[config.mk]
export PLATFORM = sky130hd
export DESIGN_NAME = sum_feeder
export DESIGN_NICKNAME = d
export VERILOG_FILES = /design/src/rtl/sum_pkg.sv /design/src/rtl/sum_feeder_op_fifo.sv /design/src/rtl/sum_feeder.sv
export SDC_FILE = /design/constraint.sdc
export NUM_CORES = 1
export LEC_CHECK = 0
export CORE_ASPECT_RATIO = 1.1
export CORE_MARGIN = 8
export CORE_UTILIZATION = 31
export CTS_CLUSTER_DIAMETER = 30
export DETAILED_ROUTE_END_ITERATION = 8
export MAX_ROUTING_LAYER = met4
export SYNTH_ARGS = -nofsm -noshare
export SYNTH_HDL_FRONTEND = slang
export SYNTH_HIERARCHICAL = 1
export SYNTH_SLANG_ARGS = --single-unit
[constraint.sdc]
create_clock -name ck -period 3 [get_ports ck]
set_input_delay 0.45 -clock ck [delete_from_list [all_inputs] [get_ports ck]]
set_output_delay 0.45 -clock ck [all_outputs]
set_load 0.02 [all_outputs]
[src/rtl/sum_pkg.sv]
// Shared types for the sumItUp batch feeder.
// Operand width must match the accumulator.
package sum_pkg;
  localparam int W = 8;
  typedef logic [W-1:0] word_t;
  typedef enum logic [1:0] {
    IDLE,
    GO,
    STREAM
  } feed_state_t;
endpackage

[src/rtl/sum_feeder_op_fifo.sv]
// Operand FIFO for the feeder.
// Pointers carry one extra bit to tell full from empty.
module op_fifo
  import sum_pkg::*;
#(
  parameter int DEPTH = 8
) (
  input  logic  ck,
  input  logic  reset_l,
  input  logic  push,
  input  word_t wr_data,
  input  logic  pop,
  output word_t head,
  output logic  full,
  output logic  empty
);
  localparam int AW = $clog2(DEPTH);

  word_t         mem [DEPTH];
  logic [AW:0]   wp_q, wp_d;
  logic [AW:0]   rp_q, rp_d;
  logic          do_push, do_pop;

  assign empty   = (wp_q == rp_q);
  assign full    = (wp_q[AW] != rp_q[AW]) &&
                   (wp_q[AW-1:0] == rp_q[AW-1:0]);
  assign head    = mem[rp_q[AW-1:0]];
  assign do_push = push && !full;
  assign do_pop  = pop && !empty;

  // next pointer values; wrap falls out of the modulo width
  always_comb begin
    wp_d = wp_q;
    rp_d = rp_q;
    if (do_push) wp_d = wp_q + 1'b1;
    if (do_pop)  rp_d = rp_q + 1'b1;
  end

  // pointer state
  always_ff @(posedge ck or negedge reset_l) begin
    if (!reset_l) begin
      wp_q <= '0;
      rp_q <= '0;
    end else begin
      wp_q <= wp_d;
      rp_q <= rp_d;
    end
  end

  // storage needs no reset; pointers define validity
  always_ff @(posedge ck) begin
    if (do_push) mem[wp_q[AW-1:0]] <= wr_data;
  end
endmodule

[src/rtl/sum_feeder.sv]
// Initiator for the sumItUp accumulate protocol.
// Streams a FIFO batch, terminates it, captures and checks the sum.
module sum_feeder
  import sum_pkg::*;
#(
  parameter int DEPTH = 8
) (
  input  logic  ck,
  input  logic  reset_l,
  input  logic  wr_en,
  input  word_t wr_data,
  output logic  wr_rej,
  output logic  full,
  input  logic  start,
  output logic  busy,
  output word_t result,
  output logic  result_vld,
  output logic  ovf,
  output logic  mismatch,
  output logic  go_l,
  output word_t inA,
  input  logic  done,
  input  word_t sum
);
  feed_state_t state_q, state_d;
  logic [W:0]  shadow_q, shadow_d;
  word_t       result_q, result_d;
  logic        vld_q, vld_d;
  logic        ovf_q, ovf_d;
  logic        mm_q, mm_d;
  logic        rej_q, rej_d;
  logic        push, pop, empty;
  word_t       head;
  logic [W:0]  add_w;

  op_fifo #(.DEPTH(DEPTH)) u_fifo (
    .ck      (ck),
    .reset_l (reset_l),
    .push    (push),
    .wr_data (wr_data),
    .pop     (pop),
    .head    (head),
    .full    (full),
    .empty   (empty)
  );

  // host writes only land while idle, not full and non-zero
  always_comb begin
    push  = wr_en && (state_q == IDLE) && !full &&
            (wr_data != '0);
    rej_d = wr_en && !push;
  end

  // batch sequencing, shadow sum and capture
  always_comb begin
    state_d  = state_q;
    shadow_d = shadow_q;
    result_d = result_q;
    vld_d    = 1'b0;
    ovf_d    = ovf_q;
    mm_d     = mm_q;
    pop      = 1'b0;
    go_l     = 1'b1;
    inA      = '0;
    add_w    = '0;
    unique case (state_q)
      IDLE: begin
        if (start) begin
          if (empty) begin
            result_d = '0;
            ovf_d    = 1'b0;
            mm_d     = 1'b0;
            vld_d    = 1'b1;
          end else begin
            state_d = GO;
          end
        end
      end
      GO: begin
        go_l     = 1'b0;
        inA      = head;
        pop      = 1'b1;
        shadow_d = {1'b0, head};
        state_d  = STREAM;
      end
      STREAM: begin
        if (!empty) begin
          inA      = head;
          pop      = 1'b1;
          add_w    = {1'b0, shadow_q[W-1:0]} + {1'b0, head};
          shadow_d = {shadow_q[W] | add_w[W], add_w[W-1:0]};
        end else begin
          result_d = sum;
          ovf_d    = shadow_q[W];
          mm_d     = done ? (sum != shadow_q[W-1:0]) : 1'b1;
          vld_d    = 1'b1;
          shadow_d = '0;
          state_d  = IDLE;
        end
      end
      default: state_d = IDLE;
    endcase
  end

  // all feeder state and registered outputs
  always_ff @(posedge ck or negedge reset_l) begin
    if (!reset_l) begin
      state_q  <= IDLE;
      shadow_q <= '0;
      result_q <= '0;
      vld_q    <= 1'b0;
      ovf_q    <= 1'b0;
      mm_q     <= 1'b0;
      rej_q    <= 1'b0;
    end else begin
      state_q  <= state_d;
      shadow_q <= shadow_d;
      result_q <= result_d;
      vld_q    <= vld_d;
      ovf_q    <= ovf_d;
      mm_q     <= mm_d;
      rej_q    <= rej_d;
    end
  end

  assign busy       = (state_q != IDLE);
  assign result     = result_q;
  assign result_vld = vld_q;
  assign ovf        = ovf_q;
  assign mismatch   = mm_q;
  assign wr_rej     = rej_q;
endmodule

; Word-level counts from Yosys, hierarchy flattened
; Memory sizes are Yosys's and may differ from the RTL's.
; Cells that the tools add are included.
; Widths: inputs -> output; s select.
[op_classes]
n_reduce_logical = 17
n_addsub = 3
n_bitwise = 1
eq_ne = 10
n_mux = 27
[ops]
columns = cell, count
row1 = $mux 8, 4
row2 = $pmux 8 s2, 2
row3 = $pmux 9 s2, 1
row4 = $mux 1, 11
row5 = $add 8x8->9, 1
row6 = $mux 9, 1
row7 = $add 4x1->4 const B, 2
row8 = $ne 2x2->1 const B, 4
row9 = $ne 8x8->1, 1
row10 = $pmux 1 s2, 4
row11 = $reduce_bool 8->1, 1
row12 = $logic_and 1x1->1, 7
row13 = $mux 2, 3
row14 = $pmux 2 s3, 1
row15 = $reduce_bool 2->1, 3
row16 = $eq 4x4->1, 1
row17 = $reduce_and 4->1, 1
row18 = $eq 3x3->1, 1
row19 = $logic_not 1->1, 3
row20 = $reduce_and 3->1, 1
row21 = $eq 2x1->1 const B, 1
row22 = $eq 2x2->1 const B, 1
row23 = $logic_not 2->1, 1
row24 = $ne 1x1->1, 1
row25 = $or 1x1->1, 1
[word_totals]
ram_bits = 64
output_inout_bits = 23
register_bits = 31
n_memories = 1
[memory_table]
columns = memory, words, width, read_ports, rd_ports_with_merged_regs, write_ports, line
row1 = u_fifo.mem, 8, 8, 1, 0, 1, sum_feeder_op_fifo.sv:19  ; word_t mem [DEPTH];

; Longest topological paths before layout
[depth]
ltp_word = 8
depth_mapped = 11
depth_no_buf = 9

; Hierarchy
; The synthesis kept the hierarchy.
[modules_own_cells]
columns = module, seq_area_each_um2, cells_each, n_inst, area_per_inst_um2
row1 = op_fifo, 2122.0, 149, 1, 3094.2
row2 = sum_feeder, 575.6, 154, 1, 1493.9

; Worst setup path before layout
; No wires, ideal clock.
[synth_path]
path_kind = register to register
from = register u_fifo.rp_q[1]
to = memory u_fifo/mem[6][0] in the netlist's numbering (enable)
arrival_time_ns = 2.687
slack_ns = -0.085
path_stages_with_launch = 6
t_required_ns = 2.602
setup_time_ns = 0.398
synth_period_minus_slack_ns = 3.085
path_cell_list = dfrtp_1 > xor2_1 > nor4_4 > a211oi_1 > nand2_1 > nor4b_1
[synth_between]
elab_chain_len = 8
[synth_lines]
columns = item, line
row1 = from (decl), sum_feeder_op_fifo.sv:21  ; logic [AW:0] rp_q, rp_d;
row2 = from (signal assigned), sum_feeder_op_fifo.sv:46  ; rp_q <= rp_d;
row3 = $eq 3x3->1, sum_feeder_op_fifo.sv:26  ; (wp_q[AW-1:0] == rp_q[AW-1:0]);
row4 = $logic_and 1x1->1, sum_feeder_op_fifo.sv:25  ; assign full = (wp_q[AW] != rp_q[AW]) &&
row5 = net full, sum_feeder.sv:13  ; output logic full,
row6 = $logic_not 1->1, sum_feeder.sv:49  ; push = wr_en && (state_q == IDLE) && !full &&
row7 = $logic_and 1x1->1 (2 in series), sum_feeder.sv:49
row8 = net push, sum_feeder.sv:32  ; logic push, pop, empty;
row9 = $logic_and 1x1->1, sum_feeder_op_fifo.sv:28  ; assign do_push = push && !full;
row10 = $mux 1, sum_feeder_op_fifo.sv:52  ; if (do_push) mem[wp_q[AW-1:0]] <= wr_data;
row11 = $mux 1 (not written as such), sum_feeder_op_fifo.sv:52
row12 = to (decl), sum_feeder_op_fifo.sv:19
; The timed path passes the listed nets, and every way through them passes these cells.

; Final worst setup path
[layout_path]
from = register u_fifo.rp_q[0]
to = output port inA[5]
[layout_between]
elab_chain_len = 3
elab_cells_between_ends = 4
[layout_lines]
columns = item, line
row1 = $eq 4x4->1, sum_feeder_op_fifo.sv:24  ; assign empty = (wp_q == rp_q);
row2 = net empty, sum_feeder.sv:32
row3 = $mux 8, sum_feeder.sv:87  ; if (!empty) begin
row4 = $pmux 8 s2, sum_feeder.sv:66  ; unique case (state_q)
row5 = to (decl), sum_feeder.sv:21  ; output word_t inA,
; The timed path passes the listed nets, and every way through them passes these cells.

==> results_dict.tcl <==
set metrics [dict create \
    drv_cap 0 \
    register_area_um2 2700 \
    final_layout_size_suffix_gt1_share_pct 22.1 \
    synthArstFlopShare_pct 32.6 \
    hold_violations 0 \
    die_y_um 144 \
    reg2reg_from "u_fifo/rp_q[0]$_DFFE_PN0P_" \
    synthToLayoutAreaGrowth_pct 26.0 \
    netlist_instances 303 \
    status "completed" \
    drtAntennaViolNets 0 \
    reg2regPathDepth 10 \
    htreeDepth 3 \
    num_vias 2821 \
    grt_pass1_vias 2936 \
    path_class "flop to output port" \
    rsz0062_at_grt "true" \
    slew_headroom_pct 69.8 \
    worst_slew_pin_slew_ps 450 \
    cts_tree "done" \
    yosysWarningCount 6 \
    ioPinCount 44 \
    wirelength_um 10000 \
    core-area_um2 14400 \
    dpl-instance-area_um2 5460 \
    clk_pin_slew_worst_paths_ps 60 \
    fmax_ghz 0.346 \
    syn_area_um2 4590 \
    drt_iter0_drc 110 \
    slew_viol_final 0 \
    cp-start-kind "flop" \
    crit_arrival_ps 2440 \
    post-dp-hpwl_um 7350 \
    clock_latency_ps 340 \
    multiInputGateArea_um2 1790 \
    place_congestion 0.769 \
    utilization_pct 40.0 \
    gr-total-overflow 0 \
    die_area_um2 19000 \
    dieWidth_um 132 \
    track_usage_pct 11.4 \
    clock_skew_ps 8.90 \
    final_area_um2 5780 \
    place_ws_ps -10.1 \
    crit_required_ps 2550 \
    drc_errors 0 \
    grt_max_degree 32 \
    leakagePower_nw 2.21 \
    synthFlopType "edfxtp_1" \
    nFillCells 1338 \
    port_buffers 43 \
    first_pass_iters 4 \
    setup_ws_ps 110 \
    nets 422 \
    syn_avg_cell_area_um2 15.1 \
    cp-end-kind "output port" \
    cp_max_fo 11 \
    grt_pass1_wl_um 16100 \
    p_total_mw 6.62 \
    fin_crit_ps 2890 \
    holdCritPathClass "input pin to async pin" \
    num_antenna_cells 0 \
    ys_ff_latch 95 \
    rr_endpoint "shadow_q[6]$_DFFE_PN0P_" \
    reg2reg_slack_ps 130 \
    finalCritPeriodShare_pct 96.3 \
    wire_per_inst_um 17.3 \
    num_rows 46 \
    start_util_pct 31.8 \
    synth.distinct_cells 54 \
    cts.sinks 95 \
    numCtsBuffers 9 \
    clockBufferDepth 2 \
    clock_tree.root_cell "clkbuf_16" \
    setup_violations 0 \
    synth_edf_count 64 \
    syn_nets 339 \
    routed_via_density 4.86 \
    ys_seq_area_share_pct 58.8 \
    power.density_nw_per_um2 1140 \
    grt_antenna_before_repair 0 \
    vdd.ir_drop.worst_v 0.000430 \
]
[report_power, final]
part	leakage [nW]	switching [mW]	internal [mW]	total, mW
sequential	0.959	0.216	1.71	1.92
combinational	1.11	1.82	1.76	3.58
clock	0.138	0.473	0.639	1.11
total	2.21	2.51	4.11	6.62
[cell type report]
cell class	count	area share, %
clock buffer	9	3.89
clock inverter	5	1.04
inverter	9	0.584
multi-input combinational	187	31.0
sequential	95	46.7
tap	192	4.15
timing repair buffer	84	12.7
[per-layer routing]
layer | share of wire, % | wire length (um) | up-vias | GRT usage, %
li1 | - | - | 1348 | -
met3 | 3.4 | 345 | 11 | 2.79
met1 | 46 | 4560 | 1415 | 13.3
met4 | 1.9 | 187 | 0 | 5.26
met2 | 49 | 4930 | 47 | 18.3
met5 | 0 | 0 | - | -
[how the worst max path moves through the flow]
stage | startpoint | slack (ps) | end
after detailed placement | u_fifo/rp_q[0]$_DFFE_PN0P_ | -10 | shadow_q[6]$_DFFE_PN0P_
after CTS | u_fifo/rp_q[0]$_DFFE_PN0P_ | 40 | shadow_q[6]$_DFFE_PN0P_
after floorplan | u_fifo/rp_q[1]$_DFFE_PN0P_ | -90 | u_fifo/mem[6][0]$_DFFE_PP_
after global routing | u_fifo/rp_q[0]$_DFFE_PN0P_ | -40 | shadow_q[5]$_DFFE_PN0P_
after global placement | u_fifo/rp_q[0]$_DFFE_PN0P_ | 40 | shadow_q[6]$_DFFE_PN0P_
final | u_fifo/rp_q[0]$_DFFE_PN0P_ | 110 | inA[5]
[sequential cells by signal (all words and copies together) (netlist names)]
register and cells:
state_q 2, wr_rej 1, u_fifo/mem 64, shadow_q 9, mismatch 1, u_fifo/wp_q 4
result_vld 1, u_fifo/rp_q 4, result 8, ovf 1
[cell usage in the layout, fill, tap and decap left out, types with 9 or more instances in the layout]
master,count
edfxtp_1,64
buf_4,40
clkdlybuf4s50_1,35
dfrtp_1,30
xor2_1,15
ha_1,14
a21oi_1,13
nand2_1,11
nor2_1,11
a22o_1,10
inv_1,9
and2_1,9
clkbuf_16,9
mux4_1,9
[cell families (layout without fill, tap and decap cells)]
kind of cell	after synthesis	after routing	share of synthesized area [%]
fa+ha+maj	15	15	4.25
simple gates	65	65	8.13
mux	28	28	12.1
xor+xnor	24	24	4.91
buf+inv	21	107	2.62
flops	95	95	58.8
compound gates	55	55	9.22
[worst max-delay path, stage by stage (launching register included)]
cell and delay (ps):
dfrtp_2 440, buf_4 150, buf_8 150, xor2_2 190
nor4_2 210, nand2b_4 200, a21boi_1 60, buf_4 180
and2_1 190, dlygate4sd2_1 330
[stage by stage]
step | std cells | hold WS (ps) | setup TNS, ps
4_1_cts | 578 | 507 | 0
3_5_place_dp | 564 | 494 | -10.1
2_1_floorplan | 303 | 154 | -2170
5_1_grt | 581 | 522 | -51.1
6_report | 581 | 498 | 0
3_3_place_gp | 564 | 486 | 0
[synthesized netlist by cell type (3+ instances only)]
cell	count	area, um^2
edfxtp_1	64	1920
dfrtp_1	31	776
xor2_1	15	131
a21oi_1	14	70.1
ha_1	14	175
nand2_1	11	41.3
nor2_1	11	41.3
a22o_1	10	87.6
and2_1	9	56.3
inv_1	9	33.8
mux4_1	9	236
nor4_1	8	50.1
mux2_4	7	105
mux4_2	7	158
nor2b_1	7	43.8
xnor2_1	7	61.3
buf_2	5	25.0
nand2b_1	5	31.3
a211oi_1	4	30.0
nor4b_1	4	35.0
clkbuf_1	3	11.3
mux2_2	3	33.8
nand4_1	3	18.8
nor3_1	3	15.0
o21ai_0	3	15.0
[repair_timing]
action,in CTS,in global routing
pin swaps,0,3
setup endpoints to repair,10,6
gates resized for setup,11,6
setup buffers,0,3
hold buffers,0,0
(Power assumes the default switching activity.)
